[src/rtl/pc_gen_pkg.sv]
// -----------------------------------------------------------------------------
// pc_gen_pkg
// Shared types and helpers for the fetch PC generator.
//   pc_src_e : which source produced the next PC (reported on pc_src)
//   pend_e   : kind of redirect latched while the pipeline is stalled; the
//              numeric order is also the capture priority (higher wins)
//   align_word() : clears bits[1:0] of an address (word alignment)
// -----------------------------------------------------------------------------
package pc_gen_pkg;

  typedef enum logic [2:0] {
    SRC_SEQ    = 3'd0,
    SRC_RET    = 3'd1,
    SRC_JUMP   = 3'd2,
    SRC_BRANCH = 3'd3,
    SRC_PEND   = 3'd4,
    SRC_EXC    = 3'd5,
    SRC_HOLD   = 3'd6
  } pc_src_e;

  typedef enum logic [1:0] {
    PEND_NONE   = 2'd0,
    PEND_JUMP   = 2'd1,
    PEND_BRANCH = 2'd2,
    PEND_EXC    = 2'd3
  } pend_e;

  // Widest address the helper handles; callers cast in and out of this width
  // so the helper stays independent of the ADDR_W parameter.
  localparam int unsigned MAX_ADDR_W = 64;

  function automatic logic [MAX_ADDR_W-1:0] align_word(input logic [MAX_ADDR_W-1:0] addr);
    return {addr[MAX_ADDR_W-1:2], 2'b00};
  endfunction

endpackage

[src/rtl/pc_gen_if.sv]
// -----------------------------------------------------------------------------
// pc_gen_if
// Bundles the control/target inputs and the PC/status outputs of pc_gen.
//   master : hazard unit / EX resolution / decode side (drives requests)
//   slave  : pc_gen
//
// Signalling: every request (stall, exc, branch, jump, ret, call) is a
// level sampled once per rising clock edge; there is no ready/back-pressure
// path. A request is consumed at the edge where it is high. Targets are only
// meaningful in the cycle their strobe is high. Outputs pc, redirect_pending,
// ras_empty, ras_full and pend_type are registered state; pc_plus4 and pc_src
// are combinational views of the current cycle.
// -----------------------------------------------------------------------------
interface pc_gen_if
  import pc_gen_pkg::*;
#(
  parameter int unsigned ADDR_W = 32
);

  logic              stall;
  logic              exc;
  logic              branch;
  logic [ADDR_W-1:0] branch_pc;
  logic              jump;
  logic [ADDR_W-1:0] jump_pc;
  logic              ret;
  logic              call;
  logic [ADDR_W-1:0] link_addr;

  logic [ADDR_W-1:0] pc;
  logic [ADDR_W-1:0] pc_plus4;
  logic              redirect_pending;
  logic              ras_empty;
  logic              ras_full;
  pc_src_e           pc_src;
  pend_e             pend_type;   // debug view of the pending-redirect state

  modport master (
    output stall, exc, branch, branch_pc, jump, jump_pc, ret, call, link_addr,
    input  pc, pc_plus4, redirect_pending, ras_empty, ras_full, pc_src, pend_type
  );

  modport slave (
    input  stall, exc, branch, branch_pc, jump, jump_pc, ret, call, link_addr,
    output pc, pc_plus4, redirect_pending, ras_empty, ras_full, pc_src, pend_type
  );

endinterface

[src/rtl/pc_ras.sv]
// -----------------------------------------------------------------------------
// pc_ras
// Circular return-address stack.
//   clk, rst_n  : clock, asynchronous active-low reset
//   push_i      : write data_i on top (count saturates at RAS_DEPTH; the
//                 oldest entry is overwritten when full)
//   pop_i       : drop the top entry (ignored when empty)
//   data_i      : address to push
//   top_o       : current top entry (valid when !empty_o)
//   empty_o     : count == 0
//   full_o      : count == RAS_DEPTH
//   count_o     : number of valid entries
// push_i and pop_i together replace the top in place; count is unchanged.
// RAS_DEPTH must be a power of two so the pointer wraps naturally.
// -----------------------------------------------------------------------------
module pc_ras #(
  parameter int unsigned ADDR_W    = 32,
  parameter int unsigned RAS_DEPTH = 4
) (
  input  logic                         clk,
  input  logic                         rst_n,
  input  logic                         push_i,
  input  logic                         pop_i,
  input  logic [ADDR_W-1:0]            data_i,
  output logic [ADDR_W-1:0]            top_o,
  output logic                         empty_o,
  output logic                         full_o,
  output logic [$clog2(RAS_DEPTH+1)-1:0] count_o
);

  localparam int unsigned PTR_W = (RAS_DEPTH > 1) ? $clog2(RAS_DEPTH) : 1;
  localparam int unsigned CNT_W = $clog2(RAS_DEPTH + 1);

  logic [ADDR_W-1:0] mem_q [RAS_DEPTH];
  logic [PTR_W-1:0]  ptr_q, ptr_d;     // next free slot
  logic [CNT_W-1:0]  count_q, count_d;
  logic [PTR_W-1:0]  top_idx;
  logic [PTR_W-1:0]  wr_idx;
  logic              wr_en;
  logic              pop_ok;

  assign top_idx = ptr_q - PTR_W'(1);
  assign pop_ok  = pop_i && (count_q != '0);

  assign top_o   = mem_q[top_idx];
  assign empty_o = (count_q == '0);
  assign full_o  = (count_q == CNT_W'(RAS_DEPTH));
  assign count_o = count_q;

  always_comb begin
    ptr_d   = ptr_q;
    count_d = count_q;
    wr_en   = 1'b0;
    wr_idx  = ptr_q;
    if (push_i && pop_ok) begin
      // Replace the top in place: net effect of pop followed by push.
      wr_en  = 1'b1;
      wr_idx = top_idx;
    end else if (push_i) begin
      wr_en = 1'b1;
      ptr_d = ptr_q + PTR_W'(1);
      if (!full_o) begin
        count_d = count_q + CNT_W'(1);
      end
    end else if (pop_ok) begin
      ptr_d   = top_idx;
      count_d = count_q - CNT_W'(1);
    end
  end

  always_ff @(posedge clk or negedge rst_n) begin
    if (!rst_n) begin
      ptr_q   <= '0;
      count_q <= '0;
      for (int i = 0; i < int'(RAS_DEPTH); i++) begin
        mem_q[i] <= '0;
      end
    end else begin
      ptr_q   <= ptr_d;
      count_q <= count_d;
      if (wr_en) begin
        mem_q[wr_idx] <= data_i;
      end
    end
  end

endmodule

[src/rtl/pc_gen.sv]
// -----------------------------------------------------------------------------
// pc_gen
// Fetch PC register and next-PC selection for the 5-stage MIPS pipeline.
//   clk, rst_n : clock, asynchronous active-low reset
//   bus        : pc_gen_if.slave
//     inputs  stall, exc, branch/branch_pc, jump/jump_pc, ret, call/link_addr
//     outputs pc (registered), pc_plus4, redirect_pending, ras_empty,
//             ras_full, pc_src, pend_type (pending-redirect state)
// Next-PC priority when not stalled:
//   exc > pending > branch > jump > ret (RAS non-empty) > pc+4
// While stalled the PC holds and exc/branch/jump are captured into a single
// pending slot so the redirect survives until the stall is released.
// -----------------------------------------------------------------------------
module pc_gen
  import pc_gen_pkg::*;
#(
  parameter int unsigned       ADDR_W    = 32,
  parameter logic [ADDR_W-1:0] RESET_PC  = '0,
  parameter logic [ADDR_W-1:0] EXC_VEC   = ADDR_W'(32'h0000_0080),
  parameter int unsigned       RAS_DEPTH = 4
) (
  input  logic     clk,
  input  logic     rst_n,
  pc_gen_if.slave  bus
);

  localparam logic [ADDR_W-1:0] RESET_PC_A = {RESET_PC[ADDR_W-1:2], 2'b00};
  localparam logic [ADDR_W-1:0] EXC_VEC_A  = {EXC_VEC[ADDR_W-1:2], 2'b00};

  function automatic logic [ADDR_W-1:0] align(input logic [ADDR_W-1:0] a);
    return ADDR_W'(align_word(MAX_ADDR_W'(a)));
  endfunction

  logic [ADDR_W-1:0] pc_q, pc_d;
  pend_e             pend_q, pend_d;
  logic [ADDR_W-1:0] pend_pc_q, pend_pc_d;
  pc_src_e           src;

  logic [ADDR_W-1:0] pc_plus4;
  logic [ADDR_W-1:0] br_tgt, jmp_tgt, link_tgt;
  pend_e             req_type;
  logic [ADDR_W-1:0] req_pc;

  logic              ras_push, ras_pop;
  logic [ADDR_W-1:0] ras_top;
  logic              ras_empty, ras_full;
  logic [$clog2(RAS_DEPTH+1)-1:0] ras_count;

  assign pc_plus4 = pc_q + ADDR_W'(4);
  assign br_tgt   = align(bus.branch_pc);
  assign jmp_tgt  = align(bus.jump_pc);
  assign link_tgt = align(bus.link_addr);

  // Highest-priority redirect requested this cycle, used for stall capture.
  always_comb begin
    req_type = PEND_NONE;
    req_pc   = '0;
    if (bus.exc) begin
      req_type = PEND_EXC;
      req_pc   = EXC_VEC_A;
    end else if (bus.branch) begin
      req_type = PEND_BRANCH;
      req_pc   = br_tgt;
    end else if (bus.jump) begin
      req_type = PEND_JUMP;
      req_pc   = jmp_tgt;
    end
  end

  always_comb begin
    pc_d      = pc_q;
    pend_d    = pend_q;
    pend_pc_d = pend_pc_q;
    src       = SRC_HOLD;
    ras_push  = 1'b0;
    ras_pop   = 1'b0;
    if (bus.stall) begin
      // Older instruction keeps the slot unless a strictly higher-priority
      // redirect arrives; exc always re-captures.
      if ((req_type == PEND_EXC) || (req_type > pend_q)) begin
        pend_d    = req_type;
        pend_pc_d = req_pc;
      end
    end else begin
      pend_d   = PEND_NONE;
      // RAS tracks call/ret regardless of which source wins the PC select.
      ras_push = bus.call;
      ras_pop  = bus.ret && !ras_empty;
      if (bus.exc) begin
        pc_d = EXC_VEC_A;
        src  = SRC_EXC;
      end else if (pend_q != PEND_NONE) begin
        pc_d = pend_pc_q;
        src  = SRC_PEND;
      end else if (bus.branch) begin
        pc_d = br_tgt;
        src  = SRC_BRANCH;
      end else if (bus.jump) begin
        pc_d = jmp_tgt;
        src  = SRC_JUMP;
      end else if (bus.ret && !ras_empty) begin
        pc_d = ras_top;
        src  = SRC_RET;
      end else begin
        pc_d = pc_plus4;
        src  = SRC_SEQ;
      end
    end
  end

  always_ff @(posedge clk or negedge rst_n) begin
    if (!rst_n) begin
      pc_q      <= RESET_PC_A;
      pend_q    <= PEND_NONE;
      pend_pc_q <= '0;
    end else begin
      pc_q      <= pc_d;
      pend_q    <= pend_d;
      pend_pc_q <= pend_pc_d;
    end
  end

  pc_ras #(
    .ADDR_W    (ADDR_W),
    .RAS_DEPTH (RAS_DEPTH)
  ) u_ras (
    .clk     (clk),
    .rst_n   (rst_n),
    .push_i  (ras_push),
    .pop_i   (ras_pop),
    .data_i  (link_tgt),
    .top_o   (ras_top),
    .empty_o (ras_empty),
    .full_o  (ras_full),
    .count_o (ras_count)
  );

  assign bus.pc               = pc_q;
  assign bus.pc_plus4         = pc_plus4;
  assign bus.redirect_pending = (pend_q != PEND_NONE);
  assign bus.ras_empty        = ras_empty;
  assign bus.ras_full         = ras_full;
  assign bus.pc_src           = src;
  assign bus.pend_type        = pend_q;

  logic unused_ok;
  assign unused_ok = ^ras_count;

endmodule
[src/flat_wrapper.sv]
// flat-port wrapper written by rule: the top's interface ports become plain ports
module pc_gen_flat import pc_gen_pkg::*;
#(
  parameter int unsigned       ADDR_W    = 32,
  parameter logic [ADDR_W-1:0] RESET_PC  = '0,
  parameter logic [ADDR_W-1:0] EXC_VEC   = ADDR_W'(32'h0000_0080),
  parameter int unsigned       RAS_DEPTH = 4
)
  (clk, rst_n, bus_stall, bus_exc, bus_branch, bus_branch_pc, bus_jump, bus_jump_pc, bus_ret, bus_call, bus_link_addr, bus_pc, bus_pc_plus4, bus_redirect_pending, bus_ras_empty, bus_ras_full, bus_pc_src, bus_pend_type);
  pc_gen_if #(.ADDR_W(ADDR_W)) bus_i ();
  input  logic clk;
  input  logic rst_n;
  input wire logic [$bits(bus_i.stall)-1:0] bus_stall;
  input wire logic [$bits(bus_i.exc)-1:0] bus_exc;
  input wire logic [$bits(bus_i.branch)-1:0] bus_branch;
  input wire logic [$bits(bus_i.branch_pc)-1:0] bus_branch_pc;
  input wire logic [$bits(bus_i.jump)-1:0] bus_jump;
  input wire logic [$bits(bus_i.jump_pc)-1:0] bus_jump_pc;
  input wire logic [$bits(bus_i.ret)-1:0] bus_ret;
  input wire logic [$bits(bus_i.call)-1:0] bus_call;
  input wire logic [$bits(bus_i.link_addr)-1:0] bus_link_addr;
  output wire logic [$bits(bus_i.pc)-1:0] bus_pc;
  output wire logic [$bits(bus_i.pc_plus4)-1:0] bus_pc_plus4;
  output wire logic [$bits(bus_i.redirect_pending)-1:0] bus_redirect_pending;
  output wire logic [$bits(bus_i.ras_empty)-1:0] bus_ras_empty;
  output wire logic [$bits(bus_i.ras_full)-1:0] bus_ras_full;
  output wire logic [$bits(bus_i.pc_src)-1:0] bus_pc_src;
  output wire logic [$bits(bus_i.pend_type)-1:0] bus_pend_type;
  assign bus_i.stall = bus_stall;
  assign bus_i.exc = bus_exc;
  assign bus_i.branch = bus_branch;
  assign bus_i.branch_pc = bus_branch_pc;
  assign bus_i.jump = bus_jump;
  assign bus_i.jump_pc = bus_jump_pc;
  assign bus_i.ret = bus_ret;
  assign bus_i.call = bus_call;
  assign bus_i.link_addr = bus_link_addr;
  assign bus_pc = bus_i.pc;
  assign bus_pc_plus4 = bus_i.pc_plus4;
  assign bus_redirect_pending = bus_i.redirect_pending;
  assign bus_ras_empty = bus_i.ras_empty;
  assign bus_ras_full = bus_i.ras_full;
  assign bus_pc_src = bus_i.pc_src;
  assign bus_pend_type = bus_i.pend_type;
  pc_gen #(.ADDR_W(ADDR_W), .RESET_PC(RESET_PC), .EXC_VEC(EXC_VEC), .RAS_DEPTH(RAS_DEPTH)) u_core (.clk(clk), .rst_n(rst_n), .bus(bus_i));
endmodule
[config.mk]
export PLATFORM = sky130hd
export DESIGN_NAME = pc_gen_flat
export DESIGN_NICKNAME = d
export VERILOG_FILES = /design/src/rtl/pc_gen_pkg.sv /design/src/rtl/pc_gen_if.sv /design/src/rtl/pc_ras.sv /design/src/rtl/pc_gen.sv /design/src/flat_wrapper.sv
export SDC_FILE = /design/constraint.sdc
export NUM_CORES = 1
export LEC_CHECK = 0
export BUFFER_PORTS_ARGS = -buffer_cell sky130_fd_sc_hd__buf_2
export CORE_MARGIN = 2
export CORE_UTILIZATION = 30
export CTS_CLUSTER_SIZE = 25
export DETAILED_ROUTE_END_ITERATION = 10
export PLACE_DENSITY = 0.45
export SLEW_MARGIN = 20
export SYNTH_ARGS = -nofsm -noshare
export SYNTH_HDL_FRONTEND = slang
export SYNTH_SLANG_ARGS = --single-unit
[constraint.sdc]
create_clock -name clk -period 7 [get_ports clk]
set_input_delay 1.4 -clock clk [delete_from_list [all_inputs] [get_ports clk]]
set_output_delay 1.4 -clock clk [all_outputs]
set_load 0.005 [all_outputs]
==> impl_metrics.yaml <==
run_status:
  outcome: "finished clean"
detailed_routing:
  drcViolationCount: 0
  post_drt_via_cell_ratio: 5.35
  firstDrtPassIters: 4
  vias: 8133
  ant_nets: 0
  wirelength_um: 34700
  wl_per_cell_um: 22.8
  drtIter0Drc: 558
power_and_ir_drop:
  power_mw: 4.25
  peakVddDrop_uv: 184
  p_per_area_nw_per_um2: 355
  power.leakage_nw: 5.22
critical_path:
  critical_path_class: "reg -> out"
  crit_path_end_kind: "primary output"
  critical_path.max_fanout: 8
  start_kind: "flop"
  crit_arrival_ns: 3.05
  worstPathRequired_ns: 5.60
floorplan:
  dieWidth_um: 187
  row_count: 67
  die-area_um2: 35100
  start_util: 0.303
  die_h_um: 187
  num_io_pins: 176
  core_region_area_um2: 33400
sta:
  skew_ns: 0.0122
  setup_violations: 0
  finalHoldViolCount: 0
  rsz0062_at_grt: "no"
  fin_tns_setup_ns: 0
  drv_slew: 0
  tightest_slew_ns: 1.06
  slew-limit-headroom: 0.286
  worst_hold_slack_ns: 0.483
  layout_min_cycle_time_ns: 4.45
  max_freq_ghz: 0.225
  fin_crit_sh: 0.636
global_route:
  grt_util_all_layers: 0.201
  antenna_found_initial: 5
  grt_max_degree: 94
  grt_pass1_wl_um: 53100
  grt_pass1_vias: 8147
  gr-total-overflow: 0
clock_tree:
  clk_latency_ns: 0.44
  clk_pin_slew_worst_paths_ns: 0.08
  cts-resized-gates: 0
  cts.root.buffer_cell: "clkbuf_16"
  hold_buffers: 0
  cts_buffer_depth: 2
  cts_setup_buffers: 0
  ctsHtreeMaxLevel: 4
  clock-sinks: 187
  cts_buffers: 17
  cts_tree: "done"
finish:
  final_cell_mix: "186 x dfrtp_1, 164 x buf_2, 122 x mux2_2"
  fillCellCount: 3466
  syn2layout_area_growth_pct: 18.5
  drive_above_1_share: 0.366
  nets: 1169
  layout_commonest_cell: "dfrtp_1"
place:
  gp_congestion: 0.893
  port-buffer-count: 165
  hpwlAfterDp_um: 24500
synth:
  dominantRegCellSynth: "dfrtp_1"
  synthesis.instances: 924
  netlist_area_um2: 10100
  yosys_register_bits: 187
  avgSynthCellArea_um2: 10.9
  synthDistinctLibCells: 67
  yosysSeqAreaShare: 0.463
  synth-edff-count: 0
  yosys_warnings: 0
  async_reset_ff_frac: 1.00
worst_hold_path:
  hp-class: "reg -> reg"
flow_run:
  cap_violations: 0
-- final cells by class --
type | instances | area (um2) | area share
Timing Repair Buffer | 186 | 1000 | 0.0840
Antenna cell | 1 | 2.50 | 0.000209
Sequential cell | 187 | 4680 | 0.391
Multi-Input combinational cell | 652 | 5060 | 0.423
Clock inverter | 14 | 171 | 0.0143
Tap cell | 448 | 561 | 0.0468
Inverter | 15 | 56.3 | 0.00470
Clock buffer | 18 | 429 | 0.0359
-- metal layers --
layer,part of all wire,GRT usage,vias to the layer above,wire [um]
met5,0.0012,0,-,40
met4,0.012,0.0376,8,411
met3,0.073,0.0561,32,2530
met2,0.46,0.314,297,15900
met1,0.46,0.280,4108,15900
li1,-,-,3688,-
-- report_power, final --
part	leakage [nW]	internal (mW)	switching, mW
clock network	0.286	0.483	0.519
registers	2.32	1.49	0.263
logic	2.61	0.779	0.719
-- cells by family after synthesis --
| logic type | Yosys count | synth area share |
|---|---|---|
| simple gates | 252 | 0.120 |
| compound gates | 209 | 0.140 |
| flops | 187 | 0.463 |
| mux | 152 | 0.203 |
| buf+inv | 88 | 0.0398 |
| xor+xnor | 29 | 0.0252 |
| fa+ha+maj | 6 | 0.00818 |
| other cells | 1 | 0.000371 |
-- path summary, 6_finish.rpt --
kind	startpoint	end	slack, ns	cells past startpoint
min in group asynchronous	rst_n	u_core.pend_pc_q[16]$_DFFE_PN0P_	1.00	1
min	u_core.pend_pc_q[14]$_DFFE_PN0P_	u_core.pend_pc_q[14]$_DFFE_PN0P_	0.48	2
max	u_core.bus.pc[2]$_DFFE_PN0N_	bus_pc_plus4[22]	2.55	6
min reg2reg	u_core.pend_pc_q[14]$_DFFE_PN0P_	u_core.pend_pc_q[14]$_DFFE_PN0P_	0.48	2
max reg2reg	u_core.u_ras.count_o[0]$_DFFE_PN0P_	u_core.u_ras.mem_q[24]$_DFFE_PN0P_	3.89	8
max in group asynchronous	rst_n	u_core.u_ras.mem_q[110]$_DFFE_PN0P_	4.80	2
-- cells in the mapped netlist (all sizes together) (13+ instances only) --
library cell / instances / area [um2]
a21oi: 49 / 245
and3: 21 / 133
buf: 31 / 179
clkbuf: 41 / 155
dfrtp: 187 / 4680
inv: 13 / 48.8
mux2: 122 / 1370
mux4: 30 / 678
nand2: 104 / 390
nand3: 29 / 170
nor2: 47 / 176
o21ai: 39 / 195
o31ai: 32 / 240
xnor2: 22 / 193
-- worst max-delay path: stages (launching register included) --
cell and delay, ns:
dfrtp_1 0.69, ha_1 0.33, nand4_1 0.43, nor2_1 0.46
a41oi_1 0.20, or2_2 0.36, buf_2 0.13
-- state kept, by name, summed over array words and instances (netlist names) --
signal                flops
u_core.u_ras.mem_q      120
u_core.pend_pc_q         30
u_core.u_ras.ptr_q        2
u_core.bus.pc            30
u_core.u_ras.count_o      3
u_core.bus.pend_type      2
-- per-stage QoR --
| step | setup slack [ns] | cell area (um2) | utilization | std cells |
|---|---|---|---|---|
| after floorplan | 3.19 | 10100 | - | 927 |
| after global routing | 2.43 | 12000 | 0.359 | 1520 |
| after detailed placement | 2.82 | 11400 | 0.341 | 1488 |
| after global placement | 2.82 | 11400 | 0.341 | 1488 |
| after CTS | 2.54 | 12000 | 0.359 | 1520 |
| final | 2.55 | 12000 | 0.359 | 1521 |
Note: power is estimated with default switching activity, not from simulation.
